--- src/rtl/ldpc_pkg.sv ---
// Shared LDPC definitions: magnitude limits, CNU normalisation modes and FSM state types.
package ldpc_pkg;

    localparam logic [1:0] CNU_RAW  = 2'd0;
    localparam logic [1:0] CNU_NORM = 2'd1;
    localparam logic [1:0] CNU_OFS  = 2'd2;

    typedef enum logic {ACC, HOLD} acc_state_t;
    typedef enum logic {IDLE, DRAIN} out_state_t;

    function automatic int maxmag(input int w);
        return (1 << (w - 1)) - 1;
    endfunction

endpackage

--- src/rtl/cnu_scale.sv ---
// Combinational min-sum magnitude scaling: raw, 3/4 normalised, or offset clamped at zero.
module cnu_scale
    import ldpc_pkg::*;
#(
    parameter int DATA_W = 8
) (
    input  logic [DATA_W-2:0] mag,
    input  logic [1:0]        mode,
    input  logic [DATA_W-2:0] beta,
    output logic [DATA_W-2:0] scaled
);

    logic [DATA_W:0] triple;

    assign triple = {2'b00, mag} + {1'b0, mag, 1'b0};

    always_comb begin
        scaled = mag;
        case (mode)
            CNU_NORM: scaled = triple[DATA_W:2];
            CNU_OFS:  scaled = (mag > beta) ? (mag - beta) : '0;
            default:  scaled = mag;
        endcase
    end

endmodule

--- src/rtl/cnu_serial.sv ---
// Serial min-sum check node: accumulates one row while draining the previous one.
//   state | meaning
//   ACC   | accepting beats of the current row
//   HOLD  | finished row parked, waiting for the output bank to free
//   IDLE  | output bank empty
//   DRAIN | streaming check-to-variable messages of the loaded row
module cnu_serial
    import ldpc_pkg::*;
#(
    parameter int DATA_W = 8,
    parameter int IDX_W  = 5,
    parameter int DMAX   = 32
) (
    input  logic              clk,
    input  logic              rst,
    input  logic [DATA_W-1:0] q,
    input  logic              q_valid,
    input  logic              q_last,
    output logic              q_ready,
    input  logic [1:0]        mode,
    input  logic [DATA_W-2:0] beta,
    output logic [DATA_W-1:0] r,
    output logic              r_valid,
    output logic              r_last,
    input  logic              r_ready
);

    localparam int MAXMAG_I = maxmag(DATA_W);
    localparam logic [DATA_W-2:0] MAXMAG = MAXMAG_I[DATA_W-2:0];

    acc_state_t acc_state, acc_state_n;
    out_state_t out_state, out_state_n;

    logic [IDX_W-1:0]  count, hold_last;
    logic [DATA_W-2:0] min1, min2;
    logic [IDX_W-1:0]  idx;
    logic              par;
    logic [DMAX-1:0]   sign_bank;

    logic [DATA_W-2:0] o_min1, o_min2, o_beta;
    logic [IDX_W-1:0]  o_idx, o_last, out_cnt;
    logic              o_par;
    logic [DMAX-1:0]   o_sign;
    logic [1:0]        o_mode;

    logic              sgn;
    logic [DATA_W-1:0] q_neg;
    logic [DATA_W-2:0] mag, n_min1, n_min2;
    logic [IDX_W-1:0]  n_idx;
    logic              n_par;
    logic [DMAX-1:0]   n_sign;

    logic acc_fire, row_end, out_done, out_free, xfer_beat, xfer_hold;

    // Negating the most negative input wraps back to itself, so it saturates instead.
    always_comb begin
        sgn    = q[DATA_W-1];
        q_neg  = -q;
        mag    = q[DATA_W-2:0];
        if (sgn)
            mag = q_neg[DATA_W-1] ? MAXMAG : q_neg[DATA_W-2:0];
        n_min1 = min1;
        n_min2 = min2;
        n_idx  = idx;
        if (mag < min1) begin
            n_min2 = min1;
            n_min1 = mag;
            n_idx  = count;
        end else if (mag < min2) begin
            n_min2 = mag;
        end
        n_par         = par ^ sgn;
        n_sign        = sign_bank;
        n_sign[count] = sgn;
    end

    assign q_ready   = (acc_state == ACC);
    assign r_valid   = (out_state == DRAIN);
    assign acc_fire  = q_valid & q_ready;
    assign row_end   = acc_fire & (q_last | (count == IDX_W'(DMAX - 1)));
    assign out_done  = r_valid & r_ready & (out_cnt == o_last);
    assign out_free  = (out_state == IDLE) | out_done;
    assign xfer_beat = row_end & out_free;
    assign xfer_hold = (acc_state == HOLD) & out_free;

    always_comb begin
        acc_state_n = acc_state;
        out_state_n = out_state;
        case (acc_state)
            ACC:     if (row_end && !out_free) acc_state_n = HOLD;
            HOLD:    if (out_free) acc_state_n = ACC;
            default: acc_state_n = ACC;
        endcase
        if (xfer_beat || xfer_hold)
            out_state_n = DRAIN;
        else if (out_done)
            out_state_n = IDLE;
    end

    always_ff @(posedge clk or posedge rst) begin
        if (rst) begin
            acc_state <= ACC;
            out_state <= IDLE;
        end else begin
            acc_state <= acc_state_n;
            out_state <= out_state_n;
        end
    end

    always_ff @(posedge clk or posedge rst) begin
        if (rst) begin
            count     <= '0;
            hold_last <= '0;
            min1      <= MAXMAG;
            min2      <= MAXMAG;
            idx       <= '0;
            par       <= 1'b0;
            sign_bank <= '0;
        end else if (xfer_beat || xfer_hold) begin
            if (xfer_beat)
                count <= '0;
            min1      <= MAXMAG;
            min2      <= MAXMAG;
            idx       <= '0;
            par       <= 1'b0;
            sign_bank <= '0;
        end else if (acc_fire) begin
            // A parked row keeps its final state in the accumulator until transfer.
            count     <= row_end ? '0 : count + IDX_W'(1);
            if (row_end)
                hold_last <= count;
            min1      <= n_min1;
            min2      <= n_min2;
            idx       <= n_idx;
            par       <= n_par;
            sign_bank <= n_sign;
        end
    end

    always_ff @(posedge clk or posedge rst) begin
        if (rst) begin
            o_min1  <= '0;
            o_min2  <= '0;
            o_idx   <= '0;
            o_last  <= '0;
            o_par   <= 1'b0;
            o_sign  <= '0;
            o_mode  <= CNU_RAW;
            o_beta  <= '0;
            out_cnt <= '0;
        end else if (xfer_beat || xfer_hold) begin
            o_min1  <= xfer_beat ? n_min1 : min1;
            o_min2  <= xfer_beat ? n_min2 : min2;
            o_idx   <= xfer_beat ? n_idx : idx;
            o_par   <= xfer_beat ? n_par : par;
            o_sign  <= xfer_beat ? n_sign : sign_bank;
            o_last  <= xfer_beat ? count : hold_last;
            o_mode  <= mode;
            o_beta  <= beta;
            out_cnt <= '0;
        end else if (r_valid && r_ready) begin
            out_cnt <= out_cnt + IDX_W'(1);
        end
    end

    logic [DATA_W-2:0] m_sel, m_s;
    logic [DATA_W-1:0] m_ext, r_val;
    logic              r_sgn;

    assign m_sel = (out_cnt == o_idx) ? o_min2 : o_min1;

    cnu_scale #(.DATA_W(DATA_W)) u_scale (
        .mag    (m_sel),
        .mode   (o_mode),
        .beta   (o_beta),
        .scaled (m_s)
    );

    assign r_sgn  = o_par ^ o_sign[out_cnt];
    assign m_ext  = {1'b0, m_s};
    assign r_val  = r_sgn ? -m_ext : m_ext;
    assign r      = r_valid ? r_val : '0;
    assign r_last = r_valid & (out_cnt == o_last);

endmodule

--- config.mk ---
export PLATFORM = sky130hd
export DESIGN_NAME = cnu_serial
export DESIGN_NICKNAME = d
export VERILOG_FILES = /design/src/rtl/ldpc_pkg.sv /design/src/rtl/cnu_scale.sv /design/src/rtl/cnu_serial.sv
export SDC_FILE = /design/constraint.sdc
export NUM_CORES = 1
export LEC_CHECK = 0
export CORE_ASPECT_RATIO = 2
export CORE_MARGIN = 4
export CORE_UTILIZATION = 29
export CTS_BUF_LIST = sky130_fd_sc_hd__clkbuf_8
export CTS_CLUSTER_DIAMETER = 120
export CTS_CLUSTER_SIZE = 8
export DETAILED_ROUTE_END_ITERATION = 6
export PLACE_DENSITY = 0.54
export RECOVER_POWER = 100
export SLEW_MARGIN = 0
export SYNTH_ARGS = -nofsm -noshare
export SYNTH_HDL_FRONTEND = slang
export SYNTH_HIERARCHICAL = 1
export SYNTH_SLANG_ARGS = --single-unit
--- constraint.sdc ---
create_clock -name clk -period 14.55 [get_ports clk]
set_input_delay 2.1825 -clock clk [delete_from_list [all_inputs] [get_ports clk]]
set_output_delay 2.1825 -clock clk [all_outputs]
set_load 0.03 [all_outputs]
# [Yosys cells after proc, flatten, opt, wreduce, memory -nomap -nowiden]
# Cells that the tools add are included.
[totals] ff_bits=135 input_bits=22 out_inout_bits=11 wordCells=103
[classes] addsub=6 n_lt_le_gt_ge=6 n_eq_ne=6 n_mux=43 bitwise_logic=14 n_reduce_logical=10
[op_table] cell="2-to-1 mux 32 bit" count=3
[op_table] cell="2-to-1 mux 7 bit" count=13
[op_table] cell="2-to-1 mux 5 bit" count=11
[op_table] cell="bitwise mux 32 bit" count=1
[op_table] cell="2-to-1 mux 8 bit" count=2
[op_table] cell="< comparator 7 bit" count=2
[op_table] cell="case mux 7 bit (2 select lines)" count=1
[op_table] cell="< comparator 5 x 6 -> 1 bit, second input constant" count=2
[op_table] cell="adder 5 x 1 -> 5 bit, second input constant" count=2
[op_table] cell="equality test 5 bit" count=2
[op_table] cell="adder 7 x 8 -> 9 bit" count=1
[op_table] cell="2-to-1 mux 1 bit" count=9
[op_table] cell="negator 7 -> 8 bit" count=1
[op_table] cell="negator 8 bit" count=1
[op_table] cell="bitwise AND 1 bit" count=7
[op_table] cell="> comparator 7 bit" count=1
[op_table] cell="subtractor 7 bit" count=1
[op_table] cell="nonzero test 2 bit" count=3
[op_table] cell="binary-select mux 1 bit (select 5 bit)" count=1
[op_table] cell="demux 1 bit (select 5 bit)" count=1
[op_table] cell="equality test 5 bit, second input constant" count=1
[op_table] cell=">= comparator 5 x 1 -> 1 bit, second input constant" count=1
[op_table] cell="logical AND 1 bit" count=3
[op_table] cell="inverter 1 bit" count=3
[op_table] cell="other kinds (10)" count=12

# [Longest topological paths before layout]
[logic_depth] ltp_word=8 mapped_depth=19 ltp_nobuf=18

# [Cells and area by module]
# Netlist, hierarchy kept.
[by_module_without_submodules] module="cnu_serial" instances=1 cells_per_inst=856 area_each_um2=7818.7 seq_area_each_um2=3395.8
[by_module_without_submodules] module="cnu_scale" instances=1 cells_per_inst=104 area_each_um2=780.7 seq_area_each_um2=0.0

# [Worst setup path after synthesis]
# No wires, ideal clock.
[synth_timing] kind="register to output" from="reg out_cnt[1]" to="out r[5]" t_arrival_ns=4.311 t_required_ns=12.367 slack_ns=8.057 stages_incl_launch_ff=17 n_path_buf=1 path_cell_list="dfrtp_1 buf_4 xnor2_1 nand3_1 nor3_2 mux2_2 ha_1 o21a_1 o221ai_1 a31oi_4 a221oi_1 a21oi_1 or3_1 or3_1 nand2_1 mux2i_1 mux2i_1"
[synth_between] elab_chain_cells=8 elab_cells_between_ends=13 classes_between="3 x add/sub; 1 x order compare; 1 x eq/ne; 7 x mux; 1 x bitwise"
[synth_lines] item="from (decl)" line="cnu_serial.sv:41" text="logic [IDX_W-1:0] o_idx, o_last, out_cnt;"
[synth_lines] item="from (signal assigned)" line="cnu_serial.sv:162" text="out_cnt <= out_cnt + IDX_W'(1);"
[synth_lines] item="equality test 5 bit" line="cnu_serial.sv:170" text="assign m_sel = (out_cnt == o_idx) ? o_min2 : o_min1;"
[synth_lines] item="2-to-1 mux 7 bit" line="cnu_serial.sv:170"
[synth_lines] item="via m_sel[5]" line="cnu_serial.sv:166" text="logic [DATA_W-2:0] m_sel, m_s;"
[synth_lines] item="> comparator 7 bit" line="cnu_scale.sv:21" text="CNU_OFS: scaled = (mag > beta) ? (mag - beta) : '0;"
[synth_lines] item="2-to-1 mux 7 bit" line="cnu_scale.sv:21"
[synth_lines] item="case mux 7 bit (2 select lines)" line="cnu_scale.sv:19" text="case (mode)"
[synth_lines] item="via m_s[1]" line="cnu_serial.sv:166"
[synth_lines] item="negator 7 -> 8 bit" line="cnu_serial.sv:181" text="assign r_val = r_sgn ? -m_ext : m_ext;"
[synth_lines] item="2-to-1 mux 8 bit" line="cnu_serial.sv:181"
[synth_lines] item="2-to-1 mux 8 bit" line="cnu_serial.sv:182" text="assign r = r_valid ? r_val : '0;"
[synth_lines] item="to (decl)" line="cnu_serial.sv:22" text="output logic [DATA_W-1:0] r,"
# The timed path passes the listed nets, and every way through them passes these cells. The select of a mux whose other input is x is not followed.

# [Final worst setup path]
# Ends and elaborated chain as after synthesis.

==> flow_metrics.py <==
metrics = {
    "outcome": {
        "status": "complete, but fails checks",
        "failed_checks": "max-capacitance violations, max-slew violations",
    },
    "placement": {
        "routabilityCongestion": 0.891,
        "post-place-ws_ps": 7040,
        "place_hpwl_um": 17300,
        "placedCellCount": 1308,
        "port_buffers": 32,
    },
    "finish": {
        "fillers": 3064,
        "drive_gt1_share_pct": 9.86,
        "seq_area_sq_mm": 0.00340,
        "multi_input_area_sq_mm": 0.00472,
        "final-instance-count-excl-fill": 1339,
        "fin_nets": 1023,
        "final_common_cell": "nand2_1",
        "syn_to_final_growth_pct": 11.9,
        "final_cell_mix": "129 x nand2_1, 121 x dfrtp_1, 89 x o21ai_0, 65 x inv_1, 59 x nor2_1",
        "final_util_pct": 32.7,
    },
    "floorplanning": {
        "io-pin-count": 33,
        "die_area_sq_mm": 0.0326,
        "rows": 89,
        "die_w_um": 130,
        "start_util_pct": 29.3,
        "coreArea_sq_mm": 0.0294,
        "fp.dieH_um": 252,
    },
    "cts": {
        "clk_latency_ps": 470,
        "clockBufferDepth": 2,
        "cts.sinks": 135,
        "cts_resized": 0,
        "clock-root-buffer": "clkbuf_8",
        "cts_tree": "built",
        "cts_hold_buf": 0,
        "cts_buffers": 17,
        "h-tree-depth": 4,
        "clk_pin_slew_ps": 80,
        "cts_setup_buffers": 0,
    },
    "synth": {
        "synth_seq_cells": 135,
        "avgSynthCellArea_sq_um": 8.96,
        "syn_inst": 960,
        "yosys_warnings": 6,
        "synth_edf_count": 0,
        "netlist_area_sq_mm": 0.00860,
        "yosys_most_used_dff": "dfrtp_1",
        "async_flop_share_pct": 100,
        "synth_nets": 1020,
        "yosysSeqAreaShare_pct": 39.5,
        "synth_cell_types": 68,
    },
    "timing": {
        "period_share_pct": 57.3,
        "worst_slack_ps": 6210,
        "skew_ps": 11.2,
        "worst_pin_slew_ps": 3720,
        "max_freq_ghz": 0.120,
        "setup_tns_ps": 0,
        "slew_violations": 353,
        "slew_headroom_pct": -149,
        "finalHoldViolCount": 0,
        "grt_setup_unrepaired": "no",
        "setup_violations": 0,
        "post-route-min-period_ps": 8340,
    },
    "power_and_ir_drop": {
        "power.total_mw": 2.27,
        "p_leak_nw": 4.08,
        "powerDensity_mw_per_mm2": 236,
        "vdd_drop_max_uv": 126,
    },
    "critical_path": {
        "start_kind": "flip-flop",
        "end_kind": "output port",
        "cp.arrival_ps": 6150,
        "critPathKind": "reg2out",
        "critPathMaxFanout": 13,
        "cp.required_ps": 12370,
    },
    "routing": {
        "drc": 0,
        "first_pass_iters": 5,
        "wire_per_inst_um": 18.2,
        "drt_iter0_markers": 384,
        "routed_wl_um": 24300,
        "route.vias.total": 6949,
        "via_per_inst": 5.19,
        "ant_nets": 0,
    },
    "global_routing": {
        "grt_pass1_vias": 7209,
        "grt_max_degree": 80,
        "grt_overflow": 0,
        "grt_pass1_wl_um": 39300,
        "antenna_found_initial": 1,
        "grtUsageTotal_pct": 15.4,
    },
    "flow_run": {
        "maxCapViolCount": 8,
    },
    "worst_hold_path": {
        "min-delay-path-class": "reg2reg",
    },
}
## critical path: stages, from the launching register on
cell           delay [ps]
dfrtp_1               860
xnor2_1               190
nand3_1                80
nor3_1                840
mux2_2                480
ha_1                  340
o21a_1                200
o221ai_1              270
a31oi_4               110
a221oi_1              350
a21oi_1               110
or3_1                 430
or3_1                 370
nand2_1                90
mux2i_1                80
mux2i_1               140
dlygate4sd3_1         750
## synthesized netlist by cell type (all sizes together) (4+ instances only)
cell type	instances	area, sq um
nand2b	14	87.6
nand2	130	490
a31oi	4	40.0
nand4	6	43.8
nor2	59	221
a32o	15	150
a2bb2oi	6	52.6
clkbuf	40	151
or3	4	25.0
a21oi	48	248
o31ai	4	35.0
buf	22	120
and3	4	25.0
a211oi	20	150
o21a	9	67.6
o22ai	22	138
o21ai	91	455
xor2	5	43.8
mux4	8	180
inv	64	240
a22o	6	52.6
nor3	35	185
mux2i	50	500
dfrtp	121	3030
nand3	25	130
nor2b	12	75.1
dfstp	14	368
ha	36	450
xnor2	17	149
o311a	4	40.0
mux2	17	214
a22oi	10	75.1
a21o	4	30.0
## layer usage
metal  global-route usage [%]  share of wire, %  vias up
met1                     16.4                37     3338
met4                     8.12               4.8        0
met2                     28.6                55      124
met3                     2.33               2.6       56
met5                        0                 0        -
li1                         -                 -     3431
## report_power, final
part | internal, mW | switching (mW) | leakage (nW) | total [mW]
Sequential | 0.490 | 0.0977 | 1.74 | 0.588
Clock | 0.172 | 0.159 | 0.196 | 0.331
Combinational | 0.504 | 0.845 | 2.14 | 1.35
## path summary, 6_finish.rpt
| path | cells past startpoint | to | slack [ps] | startpoint |
|---|---|---|---|---|
| hold / removal | 2 | o_beta[5] | 480 | o_beta[5] |
| min in group asynchronous | 2 | o_idx[3] | 3280 | rst |
| hold reg to reg | 2 | o_beta[5] | 480 | o_beta[5] |
| setup / recovery | 16 | r[5] | 6210 | out_cnt[1] |
| setup reg to reg | 7 | o_sign[19] | 7960 | out_cnt[1] |
| max in group asynchronous | 3 | sign_bank[25] | 7170 | rst |
## final cells by class
cell class / count / area share [%]
flip-flops and latches: 135 / 35.3
multi-input cells: 699 / 49.1
well taps: 364 / 4.73
clock buffers: 18 / 2.57
clock inverters: 12 / 1.60
inverters: 64 / 2.51
repair buffers: 46 / 4.21
diodes: 1 / 0.0260
## kinds of logic after synthesis
kind of cell / Yosys count / share of synthesized area [%]
fa+ha+maj: 38 / 5.70
flops: 135 / 39.5
mux: 75 / 10.4
xor+xnor: 22 / 2.24
simple gates: 301 / 16.1
buf+inv: 126 / 5.95
compound gates: 263 / 20.1
## metrics by stage
step	hold WS (ps)	cell area [sq um]
floorplan	443	8600
global placement	460	9250
detailed placement	465	9250
CTS	484	9650
global route	512	9620
finish	478	9620
## sequential cells by signal, indices dropped and copies added, names as in the netlist, 7 cells and up
| register | cells |
|---|---|
| o_min2 | 7 |
| min1 | 7 |
| sign_bank | 32 |
| min2 | 7 |
| o_beta | 7 |
| o_sign | 32 |
| o_min1 | 7 |
No activity file was read; power rests on OpenSTA's default activity.
